[config.mk]
export PLATFORM = sky130hd
export DESIGN_NAME = audio_mix_dac
export DESIGN_NICKNAME = d
export VERILOG_FILES = /design/src/rtl/audio_mix_dac.sv
export SDC_FILE = /design/constraint.sdc
export NUM_CORES = 1
export LEC_CHECK = 0
export ABC_AREA = 1
export BUFFER_PORTS_ARGS = -buffer_cell sky130_fd_sc_hd__buf_2
export CELL_PAD_IN_SITES_DETAIL_PLACEMENT = 1
export CELL_PAD_IN_SITES_GLOBAL_PLACEMENT = 1
export CORE_MARGIN = 4
export CORE_UTILIZATION = 45
export CTS_CLUSTER_DIAMETER = 60
export DETAILED_ROUTE_END_ITERATION = 6
export GPL_ROUTABILITY_DRIVEN = 0
export MAX_ROUTING_LAYER = met4
export PLACE_DENSITY = 0.82
export SYNTH_ARGS = -nofsm -noshare
export SYNTH_HDL_FRONTEND = slang
export SYNTH_SLANG_ARGS = --single-unit
export TNS_END_PERCENT = 50
[constraint.sdc]
create_clock -name clock -period 9.6 [get_ports clock]
set_input_delay 1.92 -clock clock [delete_from_list [all_inputs] [get_ports clock]]
set_output_delay 1.92 -clock clock [all_outputs]
set_load 0.02 [all_outputs]
[src/rtl/audio_mix_dac.sv]
// ---------------------------------------------------------------------------
// audio_mix_dac
//
// N-channel audio mixer followed by a first-order delta-sigma DAC.
//
// A frame starts when sample_strobe is seen in IDLE. At that edge every
// channel's sample and a shadow copy of every gain are latched. ACCUM then
// adds one scaled channel per clock. CLAMP saturates the sum to IN_W bits
// and publishes it on pcm_out. The modulator runs every clock and turns
// the current pcm_out into a pulse-density bitstream.
//
// Handshake semantics (there is no back-pressure):
//   sample_strobe is a one-cycle request. It is accepted only when busy is
//   low. A strobe seen while busy is dropped and sets the sticky overrun
//   flag. pcm_valid is a one-cycle pulse in the cycle pcm_out takes a new
//   value, and busy is already low in that cycle, so a strobe driven in the
//   pcm_valid cycle is accepted.
//
// Parameters:
//   CHANNELS  number of mixed sources (1..8)
//   IN_W      signed sample width per channel and width of pcm_out
//
// Optional feature macro: AUDIO_MIX_DITHER_EN
//   When defined, a 16-bit LFSR adds 0..3 LSBs of dither to the modulator
//   input, saturating at all-ones. When undefined, no LFSR exists and the
//   modulator input is exactly the offset-binary pcm_out.
//
// Ports:
//   clock          chipset clock; all state changes on the rising edge
//   reset          asynchronous, active-high; clears all state
//   sample_in      packed signed samples, channel 0 in the LSBs
//   sample_strobe  one-cycle pulse that starts a mix frame
//   gain_we        write enable for the live gain register of gain_ch
//   gain_ch        channel index for the gain write (>= CHANNELS ignored)
//   gain_data      unsigned gain, 4 = unity (0 mutes, 15 = 3.75x)
//   clip_clr       clears the sticky clip and overrun flags
//   busy           frame in progress
//   pcm_out        last clamped mix, signed
//   pcm_valid      one-cycle pulse when pcm_out updates
//   clip           sticky: a frame saturated
//   overrun        sticky: a strobe arrived while busy
//   dac_out        delta-sigma bitstream
//   fsm_state      current FSM state (0 IDLE, 1 ACCUM, 2 CLAMP)
// ---------------------------------------------------------------------------
module audio_mix_dac #(
    parameter int CHANNELS = 3,
    parameter int IN_W     = 16
) (
    input  logic                     clock,
    input  logic                     reset,
    input  logic [CHANNELS*IN_W-1:0] sample_in,
    input  logic                     sample_strobe,
    input  logic                     gain_we,
    input  logic [2:0]               gain_ch,
    input  logic [3:0]               gain_data,
    input  logic                     clip_clr,
    output logic                     busy,
    output logic [IN_W-1:0]          pcm_out,
    output logic                     pcm_valid,
    output logic                     clip,
    output logic                     overrun,
    output logic                     dac_out,
    output logic [1:0]               fsm_state
);

    // Enough headroom for CHANNELS products of IN_W+4 bits.
    localparam int ACC_W = IN_W + 4 + $clog2(CHANNELS + 1);

    localparam logic signed [ACC_W-1:0] MAX_P = {{(ACC_W-IN_W+1){1'b0}}, {(IN_W-1){1'b1}}};
    localparam logic signed [ACC_W-1:0] MIN_N = {{(ACC_W-IN_W+1){1'b1}}, {(IN_W-1){1'b0}}};
    localparam logic [2:0]              LAST_CH = 3'(CHANNELS - 1);

    typedef enum logic [1:0] {
        IDLE  = 2'd0,
        ACCUM = 2'd1,
        CLAMP = 2'd2
    } state_t;

    state_t state_q;
    state_t state_d;

    logic signed [IN_W-1:0]  samp_q   [CHANNELS];
    logic        [3:0]       gain_q   [CHANNELS];
    logic        [3:0]       shadow_q [CHANNELS];
    logic        [2:0]       ch_q;
    logic signed [ACC_W-1:0] acc_q;
    logic        [IN_W:0]    dsacc_q;

    // FSM control strobes
    logic start;
    logic step;
    logic finish;
    logic ovr_set;

    // ---------------------------------------------------------------
    // FSM: state register and next-state/control decode
    // ---------------------------------------------------------------
    always_ff @(posedge clock or posedge reset) begin
        if (reset) begin
            state_q <= IDLE;
        end else begin
            state_q <= state_d;
        end
    end

    always_comb begin
        state_d = state_q;
        start   = 1'b0;
        step    = 1'b0;
        finish  = 1'b0;
        ovr_set = 1'b0;
        case (state_q)
            IDLE: begin
                if (sample_strobe) begin
                    start   = 1'b1;
                    state_d = ACCUM;
                end
            end
            ACCUM: begin
                step    = 1'b1;
                ovr_set = sample_strobe;
                if (ch_q == LAST_CH) begin
                    state_d = CLAMP;
                end
            end
            CLAMP: begin
                finish  = 1'b1;
                ovr_set = sample_strobe;
                state_d = IDLE;
            end
            default: begin
                state_d = IDLE;
            end
        endcase
    end

    assign fsm_state = state_q;

    // ---------------------------------------------------------------
    // Datapath: select the current channel, scale it, sign-extend
    // ---------------------------------------------------------------
    logic signed [IN_W-1:0]  sel_s;
    logic        [3:0]       sel_g;
    logic signed [IN_W+3:0]  s_ext;
    logic signed [IN_W+3:0]  g_ext;
    logic signed [IN_W+3:0]  prod;
    logic signed [IN_W+3:0]  scaled;
    logic signed [ACC_W-1:0] term;

    always_comb begin
        sel_s = '0;
        sel_g = '0;
        for (int i = 0; i < CHANNELS; i++) begin
            if (ch_q == 3'(i)) begin
                sel_s = samp_q[i];
                sel_g = shadow_q[i];
            end
        end
    end

    always_comb begin
        s_ext  = {{4{sel_s[IN_W-1]}}, sel_s};
        g_ext  = {{IN_W{1'b0}}, sel_g};
        prod   = s_ext * g_ext;
        // Gain unit is 4: arithmetic shift floors toward minus infinity.
        scaled = prod >>> 2;
        term   = {{(ACC_W-IN_W-4){scaled[IN_W+3]}}, scaled};
    end

    logic sat_hi;
    logic sat_lo;
    logic [IN_W-1:0] clamped;

    always_comb begin
        sat_hi = (acc_q > MAX_P);
        sat_lo = (acc_q < MIN_N);
        if (sat_hi) begin
            clamped = {1'b0, {(IN_W-1){1'b1}}};
        end else if (sat_lo) begin
            clamped = {1'b1, {(IN_W-1){1'b0}}};
        end else begin
            clamped = acc_q[IN_W-1:0];
        end
    end

    always_ff @(posedge clock or posedge reset) begin
        if (reset) begin
            for (int i = 0; i < CHANNELS; i++) begin
                samp_q[i]   <= '0;
                gain_q[i]   <= 4'd4;
                shadow_q[i] <= '0;
            end
            ch_q      <= '0;
            acc_q     <= '0;
            busy      <= 1'b0;
            pcm_out   <= '0;
            pcm_valid <= 1'b0;
            clip      <= 1'b0;
            overrun   <= 1'b0;
        end else begin
            // Live gains; the shadow copy below isolates a running frame.
            for (int i = 0; i < CHANNELS; i++) begin
                if (gain_we && (gain_ch == 3'(i))) begin
                    gain_q[i] <= gain_data;
                end
            end

            if (start) begin
                for (int i = 0; i < CHANNELS; i++) begin
                    samp_q[i]   <= sample_in[i*IN_W +: IN_W];
                    shadow_q[i] <= gain_q[i];
                end
                acc_q <= '0;
                ch_q  <= '0;
                busy  <= 1'b1;
            end

            if (step) begin
                acc_q <= acc_q + term;
                ch_q  <= ch_q + 3'd1;
            end

            pcm_valid <= finish;
            if (finish) begin
                pcm_out <= clamped;
                busy    <= 1'b0;
            end

            // A same-cycle set beats clip_clr.
            clip    <= (finish & (sat_hi | sat_lo)) | (clip & ~clip_clr);
            overrun <= ovr_set | (overrun & ~clip_clr);
        end
    end

    // ---------------------------------------------------------------
    // First-order delta-sigma modulator (free-running)
    // ---------------------------------------------------------------
    logic [IN_W-1:0] u;
    logic [IN_W-1:0] mod_in;

    // Offset binary: most negative pcm maps to 0, most positive to all-ones.
    assign u = {~pcm_out[IN_W-1], pcm_out[IN_W-2:0]};

`ifdef AUDIO_MIX_DITHER_EN
    logic [15:0]   lfsr_q;
    logic [IN_W:0] dsum;

    always_ff @(posedge clock or posedge reset) begin
        if (reset) begin
            lfsr_q <= 16'hACE1;
        end else begin
            // Fibonacci taps 16,14,13,11
            lfsr_q <= {lfsr_q[14:0], lfsr_q[15] ^ lfsr_q[13] ^ lfsr_q[12] ^ lfsr_q[10]};
        end
    end

    always_comb begin
        dsum   = {1'b0, u} + {{(IN_W-1){1'b0}}, lfsr_q[1:0]};
        mod_in = dsum[IN_W] ? {IN_W{1'b1}} : dsum[IN_W-1:0];
    end
`else
    assign mod_in = u;
`endif

    always_ff @(posedge clock or posedge reset) begin
        if (reset) begin
            dsacc_q <= '0;
            dac_out <= 1'b0;
        end else begin
            // The carry out of the previous add is the output bit.
            dsacc_q <= {1'b0, dsacc_q[IN_W-1:0]} + {1'b0, mod_in};
            dac_out <= dsacc_q[IN_W];
        end
    end

endmodule

==> impl_results.md, run 1 <==
- Final Util: 51.8%
- Crit path buf inv count: 7
- CP required: 9920 ps
- Worst skew pair latency: 430 ps
- Count of mapped cells out of synthesis: 1,282
- Top Ports: 83
- GRT Total Usage: 25.1%
- Core Area: 0.0212 mm²
- Post-synthesis sequential area ratio: 35.1%
- Worst Setup End Kind: flop
- Syn Nets: 1,459
- Number of CTS-inserted buffers: 17
- CTS Buffer Depth: 2
- Mapped Avg Cell Area: 7.64 µm²
- Slew headroom: 40.8%
- Register area: 0.00343 mm²
- Initial antenna violation count: 0
- TritonCTS Sinks: 137
- H-Tree Depth: 4
- Post-Synthesis Cell Area: 0.00979 mm²
- Port bufs: 82
- Endpoints failing hold: 0
- First-pass GRT wire length: 47,700 µm
- Post-DP HPWL: 21,700 µm
- Slowest cell delay on critical path: 610 ps
- Post-CTS resize count: 0
- Worst Tran Pin Value: 888 ps
- Die Y: 156 µm
- Chip Width: 156 µm
- Total negative slack: 0 ps
- Min Clock Period, post-route: 7490 ps
- DR DRC count: 0
- Number of routed nets with antenna violations: 0
- Worst EP arrival: 7810 ps
- CP dominant cell by count: inv_1
- Crit start category: flop
- Final Max Tran Viols: 0
- Synth-to-layout area growth: 12.3%
- Post-Route WL: 28,300 µm
- Crit-path max FO: 18
- Remaining Overflow, GRT: 0
- Clk slew on worst S/H paths: 70 ps
- Vias/cell: 5.28
- Fmax: 0.133 GHz
- Final setup viols: 0
- Status: finished clean
- CTS root buf: clkbuf_16
- Async SR Flop Fraction: 100%
- Number of global-route vias before repair: 9,606
- Share of post-route cells with drive strength above 1: 11.0%
- Hold Buf Count CTS: 0
- Synth unique cells: 48
- DR pass1 iterations: 4
- HP Class: reg -> reg
- Post CTS Setup Buffer Count: 0
- Critical-path top delay cell: ha_1
- Initial Util: 46.1%
- Multi-input gate area: 0.00546 mm²
- Die area: 0.0242 mm²
- Warnings from Yosys: 0
- # fillers: 2,715
- Crit Path Class: reg -> reg
- Top delay family on crit path: adder cells
- Row count: 53
- # Max-Cap Violations: 0
- TritonCTS clock tree: built
- Initial DRC Count: 334
- Synth Register Bits: 137
- Nets: 1,532
- Routed wire length per instance: 17.2 µm
- Tcrit/Tclk final: 78.1%
- Synth Flop Type: dfrtp_1
- Unrepaired setup endpoints after global routing: false
- Vias: 8,670
- Antenna Cells: 0
- Setup Skew: 11.3 ps
- Largest net degree at the start of global routing: 71
- Post-synth EDFFs: 0
[final timing paths]
check	startpoint	to	slack [ps]	depth (start not counted)
max	ch_q[1]	acc_q[18]	2110	31
min	dsacc_q[16]	dac_out	350	0
max reg2reg	ch_q[1]	acc_q[18]	2110	31
min reg2reg	dsacc_q[16]	dac_out	350	0
max in group asynchronous	reset	shadow_q[7]	6680	3
min in group asynchronous	reset	dsacc_q[3]	1570	2
[metrics by stage]
step | hold slack [ps] | instances | setup WS (ps) | instance area [µm²]
after global placement | 335 | 1611 | 2450 | 10400
after floorplan | 331 | 1282 | 3630 | 9790
after detailed placement | 338 | 1611 | 2170 | 10400
after global routing | 354 | 1643 | 1450 | 11000
final | 352 | 1643 | 2110 | 11000
after CTS | 353 | 1643 | 2070 | 11000
[worst reg2reg max path: cells and delay by family, from the launching register on]
family          cells  cell delay (ps)
simple gates       10             2130
buf+inv             7              940
fa+ha+maj           6             2620
flops               1              400
compound gates      7             1160
xor+xnor            1              150
[final cells by class]
type                            instances  area share (%)
Clock buffer                           18            3.90
Timing Repair Buffer                   86            4.00
Sequential cell                       137            31.2
Multi-Input combinational cell        915            49.7
Clock inverter                         14            1.24
Tap cell                              275            3.13
Inverter                              198            6.84
[cell usage in the layout (no fill, tap or decap), drive strengths merged, types with 4 or more instances in the layout]
master	count
nand2	352
inv	203
dfrtp	134
nor2	126
o21ai	94
buf	86
ha	83
a21oi	72
nand3	37
fa	34
xor2	25
nor3	21
clkbuf	18
a31oi	17
xnor2	8
nand4	6
o31ai	5
nor4	5
clkinv	5
o22ai	4
a21o	4
a21boi	4
[layer usage]
metal	track usage [%]	part of all wire (%)	routed length, µm
met3	2.70	2.9	820
met4	9.71	3.4	958
met5	-	0	0
met2	44.5	52	14800
met1	29.1	42	11700
[logic make-up (layout without fill, tap and decap cells)]
group / count (synthesis) / after routing / share of synthesized area [%]
flops: 137 / 137 / 35.1
simple gates: 552 / 552 / 23.3
buf+inv: 230 / 316 / 9.14
fa+ha+maj: 117 / 117 / 17.6
compound gates: 213 / 213 / 12.0
xor+xnor: 33 / 33 / 2.95
[cells in the mapped netlist (4+ instances only)]
master	instances	share of area, %
a21o_1	4	0.31
a21oi_1	71	3.6
a31oi_1	17	1.1
clkbuf_1	25	0.96
dfrtp_1	134	34
fa_1	34	7.0
ha_1	83	11
inv_1	196	7.5
nand2_1	343	13
nand2_2	6	0.38
nand3_1	36	1.8
nand4_1	6	0.38
nor2_1	115	4.4
nor2_2	6	0.38
nor2_4	5	0.58
nor3_1	21	1.1
nor4_1	5	0.32
o21ai_0	85	4.3
o21ai_1	7	0.36
o22ai_1	4	0.26
o31ai_1	5	0.38
xnor2_1	8	0.72
xor2_1	25	2.2
[registers in the layout, summed over array words and instances, names as in the netlist]
| signal | cells |
|---|---|
| shadow_q | 12 |
| ch_q | 3 |
| dac_out | 1 |
| gain_q | 12 |
| overrun | 1 |
| clip | 1 |
| samp_q | 48 |
| pcm_valid | 1 |
| fsm_state | 2 |
| busy | 1 |
| acc_q | 22 |
| dsacc_q | 17 |
| pcm_out | 16 |
Power of run 1 is left out: the tool's default activity adds up to more than one toggle a clock period on the data nets, which glitch-free logic cannot reach.
==> inputs of run 2 (changes only) <==
- CORE_UTILIZATION: 45 -> 41
- PLACE_DENSITY: 0.82 -> 0.79
- clock period: 9.6 -> 6.8 ns (I/O delays scaled with it)
==> impl_results.md, run 2 (synthesis gave the netlist of run 1 again) <==
- Commonest non-fill, non-tap cell in the layout: nand2_1
- Status: finished clean
- Share of post-route cells with drive strength above 1: 12.9% (+1.9 points)
- Crit path buf inv count: 8 (+1)
- H-Tree Depth: 4 (unchanged)
- Nets: 1,538 (+0.39%)
- Crit start category: flop
- Total negative slack: 0 ps (unchanged)
- Setup Skew: 11.7 ps (+0.361 ps)
- Hold Path Stages: 0 (unchanged)
- DR DRC count: 0 (unchanged)
- Biggest registers after layout: samp_q x48, acc_q x22, dsacc_q x17
- Slew headroom: 44.7% (+3.9 points)
- Hold Buf Count CTS: 0 (unchanged)
- Post-CTS resize count: 0 (unchanged)
- R2r startpoint: ch_q[1]
- Vias/cell: 5.12 (-3.0%)
- Crit-path max FO: 16 (-2)
- Row count: 56 (+5.7%)
- Number of routed nets with antenna violations: 0 (unchanged)
- Chip Width: 163 µm (+4.5%)
- Max FFs per register: 48 (unchanged)
- Min Clock Period, post-route: 6540 ps (-956 ps)
- Top delay family on crit path: adder cells
- Worst Tran Pin Value: 822 ps (-66.2 ps)
- Largest net degree at the start of global routing: 83 (+17%)
- Critical-path top delay cell: fa_1
- Post-Route WL: 27,700 µm (-2.1%)
- R2r setup slk: 260 ps (-1840 ps)
- TritonCTS clock tree: built
- CTS root buf: clkbuf_16
- Reg2reg end: acc_q[18]
- Number of global-route vias before repair: 9,315 (-3.0%)
- Post CTS Setup Buffer Count: 0 (unchanged)
- Hold Crit Endpoint: dac_out
- Top Ports: 83 (unchanged)
- Met3 WL: 823 µm (+0.37%)
- Number of CTS-inserted buffers: 17 (unchanged)
- Clk slew on worst S/H paths: 70 ps (about the same)
- Vias: 8,667 (-0.035%)
- DR pass1 iterations: 7 (+3)
- CP required: 7110 ps (-2810 ps)
- Worst Setup End Kind: flop
- Initial DRC Count: 316 (-5.4%)
- CP dominant cell by count: inv_1
- Initial antenna violation count: 0 (unchanged)
- Tcrit/Tclk final: 96.2% (+18 points)
- Max layer used: met4
- First-pass GRT wire length: 46,600 µm (-2.3%)
- Port bufs: 82 (unchanged)
- Remaining Overflow, GRT: 0 (unchanged)
- Final setup viols: 0 (unchanged)
- HP Class: reg -> reg
- Core Area: 0.0235 mm² (+11%)
- Met2 Routed Length: 14,100 µm (-4.2%)
- Die area: 0.0264 mm² (+9.2%)
- Placed cells: 1,661 (+3.1%)
- Initial Util: 41.7% (-4.4 points)
- Reg2Reg Depth: 32 (+3.2%)
- Crit. Startpoint: ch_q[1]
- Fmax: 0.153 GHz (+15%)
- CTS Buffer Depth: 2 (unchanged)
- Synth-to-layout area growth: 14.7%
- Antenna Cells: 0 (unchanged)
- Most frequent cells in the layout: 342 x nand2_1, 192 x inv_1, 134 x dfrtp_1
- Endpoints failing hold: 0 (unchanged)
- HP Start: dsacc_q[16]
- Slowest cell delay on critical path: 550 ps (-60 ps)
- Final Max Tran Viols: 0 (unchanged)
- Die Y: 163 µm (+4.5%)
- # fillers: 2,918 (+7.5%)
- GRT Total Usage: 22.3% (-2.8 points)
- Routed wire length per instance: 16.4 µm (-5.0%)
- Worst EP arrival: 6850 ps (-960 ps)
- WL met1: 12,100 µm (+3.1%)
- Worst skew pair latency: 430 ps (about the same)
- Post-DP HPWL: 21,200 µm (-2.4%)
- Non-Filler Instances: 1,693 (+3.0%)
- TritonCTS Sinks: 137 (unchanged)
- Crit Path Class: reg -> reg
- # Max-Cap Violations: 0 (unchanged)
- Largest Register: samp_q
-- run 2: changes by cell type in the layout (fill, tap and decap cells not counted), moves of 3 or more --
cell     before  now
nor4_1        5    2
a31oi_1      17   10
nor4_2        0    3
nor3_2        0    3
a31oi_2       0    7
nor3_1       21   18
buf_4         4    9
-- run 2: layout make-up --
type / instances / area [µm²] / area share [%]
Inverter: 198 / 752 / 6.70
Clock inverter: 14 / 138 / 1.23
Clock buffer: 18 / 429 / 3.82
Sequential cell: 137 / 3430 / 30.6
Timing Repair Buffer: 92 / 489 / 4.36
Multi-Input combinational cell: 915 / 5590 / 49.8
Tap cell: 319 / 399 / 3.55
-- run 2: worst max path at each step --
stage | slack [ps] | depth (start not counted) | endpoint
after floorplan | 830 | 35 | acc_q[17]
after global placement | 350 | 30 | acc_q[18]
after detailed placement | 140 | 29 | acc_q[18]
after CTS | 120 | 29 | acc_q[18]
after global routing | -130 | 31 | acc_q[18]
final | 260 | 32 | acc_q[18]
-- run 2: layer usage --
metal  vias up  GRT usage, %
met2       137          39.3
met1      4255          26.5
li1       4233             -
met5         -             -
met3        42          3.04
met4         0          7.24
-- run 2: through the flow --
step / cell area, µm² / hold slack [ps] / worst slack [ps] / utilization (%)
after CTS: 11100 / 352 / 119 / 47.3
final: 11200 / 349 / 262 / 47.8
after detailed placement: 10500 / 336 / 140 / 44.9
after global placement: 10500 / 334 / 347 / 44.9
after floorplan: 9790 / 331 / 827 / -
after global routing: 11200 / 359 / -128 / 47.8
Power of run 2 is left out for the same reason.
